### src/rtl/apb_master_bridge_n_if.sv
// APB bus bundle between the bridge (master) and its slaves.
interface apb_master_bridge_n_if #(
  parameter int DATA_W  = 8,
  parameter int ADDR_W  = 9,
  parameter int NUM_SLV = 2
);
  logic [NUM_SLV-1:0]        psel;
  logic                      penable;
  logic                      pwrite;
  logic [ADDR_W-1:0]         paddr;
  logic [DATA_W-1:0]         pwdata;
  logic [NUM_SLV*DATA_W-1:0] prdata;
  logic [NUM_SLV-1:0]        pready;
  logic [NUM_SLV-1:0]        pslverr;

  modport master (output psel, penable, pwrite, paddr, pwdata,
                  input  prdata, pready, pslverr);
  modport slave  (input  psel, penable, pwrite, paddr, pwdata,
                  output prdata, pready, pslverr);
endinterface

### src/rtl/apb_master_bridge_n.sv
// Command-to-APB master bridge: IDLE/SETUP/ACCESS with per-slave decode,
// back-to-back commands, slave error reporting and an ACCESS timeout.
module apb_master_bridge_n #(
  parameter int DATA_W  = 8,
  parameter int ADDR_W  = 9,
  parameter int NUM_SLV = 2,
  parameter int TIMEOUT = 16
) (
  input  logic              pclk,
  input  logic              presetn,
  input  logic              transfer,
  input  logic              read_write,
  input  logic [ADDR_W-1:0] apb_write_paddr,
  input  logic [ADDR_W-1:0] apb_read_paddr,
  input  logic [DATA_W-1:0] apb_write_data,
  output logic [DATA_W-1:0] apb_read_data_out,
  output logic              busy,
  output logic              xfer_done,
  output logic              xfer_err,
  apb_master_bridge_n_if.master apb
);
  localparam int SEL_W = (NUM_SLV > 1) ? $clog2(NUM_SLV) : 1;
  localparam int CNT_W = $clog2(TIMEOUT + 1);

  typedef enum logic [1:0] {IDLE, SETUP, ACCESS} state_t;
  state_t state_q, state_d;

  logic [ADDR_W-1:0] cmd_addr_q;
  logic [DATA_W-1:0] cmd_wdata_q;
  logic              pwrite_q;
  logic [CNT_W-1:0]  wait_cnt_q;
  logic [DATA_W-1:0] rdata_q;
  logic              done_q, err_q;

  logic [ADDR_W-1:0] nxt_addr;
  logic [SEL_W-1:0]  nxt_idx, cmd_idx;
  logic              nxt_ok;
  logic              rdy_s, slverr_s;
  logic [DATA_W-1:0] rdat_s;
  logic [NUM_SLV-1:0] psel_dec;
  logic              load, done_d, err_d, rd_ld, cnt_clr, cnt_inc;

  assign nxt_addr = read_write ? apb_read_paddr : apb_write_paddr;
  assign nxt_idx  = nxt_addr[ADDR_W-1 -: SEL_W];
  assign nxt_ok   = int'(nxt_idx) < NUM_SLV;
  assign cmd_idx  = cmd_addr_q[ADDR_W-1 -: SEL_W];

  // Only the addressed slave's response is visible to the FSM.
  always_comb begin
    rdy_s    = 1'b0;
    slverr_s = 1'b0;
    rdat_s   = '0;
    psel_dec = '0;
    for (int i = 0; i < NUM_SLV; i++) begin
      if (cmd_idx == SEL_W'(i)) begin
        rdy_s       = apb.pready[i];
        slverr_s    = apb.pslverr[i];
        rdat_s      = apb.prdata[i*DATA_W +: DATA_W];
        psel_dec[i] = 1'b1;
      end
    end
  end

  always_ff @(posedge pclk or negedge presetn) begin
    if (!presetn) state_q <= IDLE;
    else          state_q <= state_d;
  end

  always_comb begin
    state_d = state_q;
    load    = 1'b0;
    done_d  = 1'b0;
    err_d   = 1'b0;
    rd_ld   = 1'b0;
    cnt_clr = 1'b0;
    cnt_inc = 1'b0;
    unique case (state_q)
      IDLE: if (transfer) begin
        // Out-of-range slave index is rejected without any bus cycle.
        if (nxt_ok) begin
          load    = 1'b1;
          state_d = SETUP;
        end else begin
          err_d = 1'b1;
        end
      end
      SETUP: begin
        cnt_clr = 1'b1;
        state_d = ACCESS;
      end
      ACCESS: begin
        if (rdy_s) begin
          done_d = 1'b1;
          err_d  = slverr_s;
          rd_ld  = !pwrite_q && !slverr_s;
          // A bad next index falls back to IDLE, which then reports it.
          if (transfer && nxt_ok) begin
            load    = 1'b1;
            state_d = SETUP;
          end else begin
            state_d = IDLE;
          end
        end else if (wait_cnt_q == CNT_W'(TIMEOUT - 1)) begin
          err_d   = 1'b1;
          state_d = IDLE;
        end else begin
          cnt_inc = 1'b1;
        end
      end
      default: state_d = IDLE;
    endcase
  end

  always_ff @(posedge pclk or negedge presetn) begin
    if (!presetn) begin
      cmd_addr_q  <= '0;
      cmd_wdata_q <= '0;
      pwrite_q    <= 1'b0;
      wait_cnt_q  <= '0;
      rdata_q     <= '0;
      done_q      <= 1'b0;
      err_q       <= 1'b0;
    end else begin
      done_q <= done_d;
      err_q  <= err_d;
      if (load) begin
        cmd_addr_q  <= nxt_addr;
        cmd_wdata_q <= apb_write_data;
        pwrite_q    <= !read_write;
      end
      if (cnt_clr)      wait_cnt_q <= '0;
      else if (cnt_inc) wait_cnt_q <= wait_cnt_q + 1'b1;
      if (rd_ld) rdata_q <= rdat_s;
    end
  end

  assign apb.psel           = (state_q != IDLE) ? psel_dec : '0;
  assign apb.penable        = (state_q == ACCESS);
  assign apb.pwrite         = pwrite_q;
  assign apb.paddr          = cmd_addr_q;
  assign apb.pwdata         = cmd_wdata_q;
  assign apb_read_data_out  = rdata_q;
  assign busy               = (state_q != IDLE);
  assign xfer_done          = done_q;
  assign xfer_err           = err_q;
endmodule

### src/flat_wrapper.sv
// flat-port wrapper written by rule: the top's interface ports become plain ports
module apb_master_bridge_n_flat 
#(
  parameter int DATA_W  = 8,
  parameter int ADDR_W  = 9,
  parameter int NUM_SLV = 2,
  parameter int TIMEOUT = 16
)
  (pclk, presetn, transfer, read_write, apb_write_paddr, apb_read_paddr, apb_write_data, apb_read_data_out, busy, xfer_done, xfer_err, apb_psel, apb_penable, apb_pwrite, apb_paddr, apb_pwdata, apb_prdata, apb_pready, apb_pslverr);
  apb_master_bridge_n_if #(.DATA_W(DATA_W), .ADDR_W(ADDR_W), .NUM_SLV(NUM_SLV)) apb_i ();
  input  logic pclk;
  input  logic presetn;
  input  logic transfer;
  input  logic read_write;
  input  logic [ADDR_W-1:0] apb_write_paddr;
  input  logic [ADDR_W-1:0] apb_read_paddr;
  input  logic [DATA_W-1:0] apb_write_data;
  output logic [DATA_W-1:0] apb_read_data_out;
  output logic busy;
  output logic xfer_done;
  output logic xfer_err;
  output wire logic [$bits(apb_i.psel)-1:0] apb_psel;
  output wire logic [$bits(apb_i.penable)-1:0] apb_penable;
  output wire logic [$bits(apb_i.pwrite)-1:0] apb_pwrite;
  output wire logic [$bits(apb_i.paddr)-1:0] apb_paddr;
  output wire logic [$bits(apb_i.pwdata)-1:0] apb_pwdata;
  input wire logic [$bits(apb_i.prdata)-1:0] apb_prdata;
  input wire logic [$bits(apb_i.pready)-1:0] apb_pready;
  input wire logic [$bits(apb_i.pslverr)-1:0] apb_pslverr;
  assign apb_psel = apb_i.psel;
  assign apb_penable = apb_i.penable;
  assign apb_pwrite = apb_i.pwrite;
  assign apb_paddr = apb_i.paddr;
  assign apb_pwdata = apb_i.pwdata;
  assign apb_i.prdata = apb_prdata;
  assign apb_i.pready = apb_pready;
  assign apb_i.pslverr = apb_pslverr;
  apb_master_bridge_n #(.DATA_W(DATA_W), .ADDR_W(ADDR_W), .NUM_SLV(NUM_SLV), .TIMEOUT(TIMEOUT)) u_core (.pclk(pclk), .presetn(presetn), .transfer(transfer), .read_write(read_write), .apb_write_paddr(apb_write_paddr), .apb_read_paddr(apb_read_paddr), .apb_write_data(apb_write_data), .apb_read_data_out(apb_read_data_out), .busy(busy), .xfer_done(xfer_done), .xfer_err(xfer_err), .apb(apb_i));
endmodule
### config.mk
export PLATFORM = sky130hd
export DESIGN_NAME = apb_master_bridge_n_flat
export DESIGN_NICKNAME = d
export VERILOG_FILES = /design/src/rtl/apb_master_bridge_n_if.sv /design/src/rtl/apb_master_bridge_n.sv /design/src/flat_wrapper.sv
export SDC_FILE = /design/constraint.sdc
export NUM_CORES = 1
export LEC_CHECK = 0
export BUFFER_PORTS_ARGS = -buffer_cell sky130_fd_sc_hd__buf_2
export CELL_PAD_IN_SITES_DETAIL_PLACEMENT = 0
export CELL_PAD_IN_SITES_GLOBAL_PLACEMENT = 1
export CORE_UTILIZATION = 35
export CTS_CLUSTER_SIZE = 8
export DETAILED_ROUTE_END_ITERATION = 6
export GPL_TIMING_DRIVEN = 0
export PLACE_DENSITY_LB_ADDON = 0.1
export SLEW_MARGIN = 25
export SYNTH_ARGS = -nofsm -noshare
export SYNTH_HDL_FRONTEND = slang
export SYNTH_SLANG_ARGS = --single-unit
export TNS_END_PERCENT = 100
### constraint.sdc
create_clock -name pclk -period 2.3 [get_ports pclk]
set_input_delay 0.46 -clock pclk [delete_from_list [all_inputs] [get_ports pclk]]
set_output_delay 0.46 -clock pclk [all_outputs]
set_load 0.02 [all_outputs]
# Word level (Yosys, flattened, before mapping)
# Cells that the tools add are included.
[totals]
ff_bits = 35
input_bits = 50
out_inout_bits = 32
elab_cells = 50
[op_classes]
add_sub_neg = 1
eq_ne = 5
n_mux = 28
reduce_logical = 8
[op_table]
columns = ["cell", "n"]
rows = [
  ["1-bit two-way mux", 18],
  ["5-bit two-way mux", 2],
  ["9-bit two-way mux", 1],
  ["2-bit two-way mux", 4],
  ["8-bit two-way mux", 1],
  ["2-bit case mux with 3 select lines", 1],
  ["5-bit by 1-bit adder with 5-bit output, second input constant", 1],
  ["5-bit by 4-bit equality test with 1-bit output, second input constant", 1],
  ["2-bit nonzero test", 2],
  ["1-bit zero test", 3],
  ["3-bit by 1-bit inequality test with 1-bit output, second input constant", 1],
  ["2-bit by 1-bit equality test with 1-bit output, second input constant", 1],
  ["2-bit equality test, second input constant", 1],
  ["2-bit zero test", 1],
  ["2-bit inequality test, second input constant", 1],
  ["1-bit case mux with 2 select lines", 1],
  ["2-bit AND reduction", 1],
  ["1-bit logical AND", 1],
]

# Depth between registers and ports, before layout
[logic_depth]
depth_word = 6
depth_mapped = 6
mapped_depth_nobuf = 6

# Worst setup path after synthesis
# OpenSTA, ideal clock, no wires.
[synth_path]
kind = "reg2reg"
startpoint = "reg u_core.wait_cnt_q[0]"
endpoint = "reg u_core.wait_cnt_q[2]"
setup_time_ns = 0.140
arrival_time_ns = 1.846
t_required_ns = 2.160
setup_slack_ns = 0.315
path_stages_with_launch = 7
n_path_buf = 0
period_less_slack_ns = 1.985
path_cell_list = "dfrtp_1 -> ha_1 -> and3_1 -> ha_1 -> or3b_2 -> o21ai_0 -> o221ai_1"
[synth_via]
elab_chain_len = 5
word_cells_on_any_way = 8
cone_classes = "add/sub: 1; eq/ne: 1; mux: 5; reduce/logical: 1"
[synth_lines]
columns = ["item", "line", "text"]
rows = [
  ["start, declared", "apb_master_bridge_n.sv:31", "logic [CNT_W-1:0] wait_cnt_q;"],
  ["start signal, assigned", "apb_master_bridge_n.sv:132", "else if (cnt_inc) wait_cnt_q <= wait_cnt_q + 1'b1;"],
  ["parallel branches: the longest is 5 deep, another holds 5-bit by 1-bit adder with 5-bit output", "--", ""],
]
# Parallel ways; which one is timed is not known. The select of a mux whose other input is x is not followed.
# A chain may end at the register's enable or synchronous reset.

# Worst setup path after layout
# Ends and elaborated chain as after synthesis.

==> impl_metrics.ini <==
[synthesis]
ys_async_sr_fraction = 1.000
ys.flop_type = dfrtp_1
yosysSeqAreaShare = 0.5271
synth.net_count = 173
synth.most_common_cell = mux2_2
syn_inst = 121
synth.top_cells.by_count = mux2_2, dfrtp_1, inv_1, nand2b_1
synth_top_area_frac = 0.5271
yosysTopAreaCell = dfrtp_1
synth-seq-cells = 35
avgSynthCellArea_um2 = 13.73
synthesis.area_mm2 = 0.001662
synth_edf_count = 0
ys_top_cells_by_area = dfrtp_1, mux2_2, mux2i_1
synth.distinct_cells = 29
yosys_warnings = 0

[power_and_ir_drop]
vdd_drop_max_mv = 0.6102
power_density_mw_per_mm2 = 1248
power_mw = 2.778
p_leak_nw = 1.090

[setup_path]
r2r_cells = 6
startpoint = u_core.wait_cnt_q[0]$_DFFE_PN0P_
r2r-end = u_core.wait_cnt_q[2]$_DFFE_PN0P_
endpoint_kind = flop
critPathMaxFanout = 4
rr_startpoint = u_core.wait_cnt_q[0]$_DFFE_PN0P_
path_class = flop to flop
required_ns = 2.45
rrSetupSlack_ns = 0.23
start_kind = flop
arrival_ns = 2.22

[clock_tree]
root_buffer = clkbuf_8
insertion_delay_ns = 0.28
cts_buffer_depth = 2
cts_setup_buffers = 0
htreeDepth = 2
cts_sinks = 35
path_clk_slew_ns = 0.07
cts_made_buffers = 5
cts_tree = done

[sta]
fin_crit_sh = 0.9000
skew_ns = 0.002942
relSlewSlack = 0.4906
setup_violations = 0
rsz0062_at_grt = false
period_minus_slack_ns = 2.070
report.final.slew_viol_count = 0
fmax_mhz = 483.1
fin_tns_setup_ns = 0
hold_viol_final = 0
tightest_slew_ns = 0.7641

[routing]
drt_pre_antenna_iters = 6
drt_iter0_markers = 50
postRouteAntennaNets = 0
vias_per_cell = 4.851
route.detailed.drc = 0
vias = 1266
drt-total-wl_mm = 3.628
wl_per_cell_um = 13.90

[place]
place_congestion = 0.7246
dp_hpwl_mm = 2.712
portBuffers = 80

[floorplanning]
core_mm2 = 0.004444
die_y_um = 70.90
core.rowCount = 24
die-area_mm2 = 0.005027
ioPinCount = 82
start_util = 0.3739
die_w_um = 70.90

[min_path]
hp-class = primary input to asynchronous set/reset pin

[cells_and_area]
layout.nets = 260
area_delta_synth_final_pct = 34.04
drive_gt1_frac = 0.6555
diodes = 0

[global_routing]
grt.total_usage = 0.1477
first_global_vias = 1245
grt_overflow = 0
grt_max_degree = 36
grt_pass1_wl_mm = 5.733
antenna_found_initial = 0

[run_status]
outcome = finished, final reports clean

[flow_run]
maxCapViolCount = 0
==> cells by family (layout without fill, tap and decap cells) <==
| logic type | Yosys count | count (layout) | share of synthesized area |
|---|---|---|---|
| mux | 46 | 46 | 0.3095 |
| flops | 35 | 35 | 0.5271 |
| xor+xnor | 1 | 1 | 0.005272 |
| compound gates | 9 | 9 | 0.04594 |
| simple gates | 19 | 19 | 0.07005 |
| buf+inv | 9 | 97 | 0.02711 |
| fa+ha+maj | 2 | 2 | 0.01506 |
==> critical path: stages (launching register included) <==
cell,delay (ns)
dfrtp_1,0.40
ha_1,0.23
and3_1,0.19
ha_1,0.21
or3b_2,0.48
o21ai_1,0.28
o221ai_1,0.15
==> repair_timing <==
item                                    4_1_cts  5_1_grt
gates resized for setup                       0        1
hold buffers                                  0        0
endpoints found under the setup margin        0        1
==> worst max path at each step <==
stage	to	slack [ns]	cells after the start
3_3_place_gp	u_core.wait_cnt_q[2]$_DFFE_PN0P_	0.14	6
2_1_floorplan	u_core.wait_cnt_q[2]$_DFFE_PN0P_	0.31	6
6_report	u_core.wait_cnt_q[2]$_DFFE_PN0P_	0.23	6
3_5_place_dp	u_core.wait_cnt_q[2]$_DFFE_PN0P_	0.11	6
4_1_cts	u_core.wait_cnt_q[2]$_DFFE_PN0P_	0.09	6
5_1_grt	u_core.apb.pwdata[0]$_DFFE_PN0P_	0.13	5
==> metal layers <==
metal	global-route usage	share of wire	vias up	routed length, um
li1	-	-	608	-
met1	0.1874	0.47	599	1716
met2	0.2447	0.45	54	1620
met3	0.03846	0.070	5	253
met4	0.05333	0.010	0	38
met5	0	0	-	0
==> state kept, by name, summed over array words and instances, names as in the netlist <==
register                  count
u_core.apb.pwrite             1
u_core.apb.pwdata             8
u_core.xfer_err               1
u_core.apb.paddr              9
u_core.wait_cnt_q             5
u_core.xfer_done              1
u_core.state_q                2
u_core.apb_read_data_out      8
==> metrics by stage <==
step / area (um^2) / hold slack [ns] / cells / util / worst slack [ns]
after floorplan: 1662 / 0.1644 / 121 / - / 0.3148
after global placement: 2127 / 0.4846 / 253 / 0.4786 / 0.1391
after detailed placement: 2127 / 0.4904 / 253 / 0.4786 / 0.1096
after CTS: 2227 / 0.2820 / 261 / 0.5011 / 0.09479
after global routing: 2227 / 0.3184 / 261 / 0.5011 / 0.1260
final: 2227 / 0.2494 / 261 / 0.5011 / 0.2301
==> power by group <==
group          total (mW)  leakage, nW  internal, mW  switching [mW]
sequential           1.02        0.430         0.873           0.148
combinational        1.27        0.609         0.561           0.710
clock               0.486       0.0515         0.273           0.213
==> cells in the final DEF (no fill, tap or decap), types with 2 or more instances in the layout <==
cell type,count
buf_2,80
mux2_2,43
dfrtp_1,35
clkbuf_8,7
inv_1,5
nand2b_1,4
o211ai_1,3
mux2i_1,3
clkbuf_1,2
nor2_1,2
nand2_1,2
nand3_1,2
ha_1,2
==> final cells by class <==
| type | count | area (um^2) |
|---|---|---|
| Tap cell | 52 | 65.06 |
| Buffer | 4 | 26.28 |
| Sequential cell | 35 | 875.8 |
| Clock buffer | 8 | 100.1 |
| Fill cell | 422 | 2217 |
| Inverter | 5 | 18.77 |
| Multi-Input combinational cell | 77 | 740.7 |
| Timing Repair Buffer | 80 | 400.4 |
No activity file was read; power rests on OpenSTA's default activity.
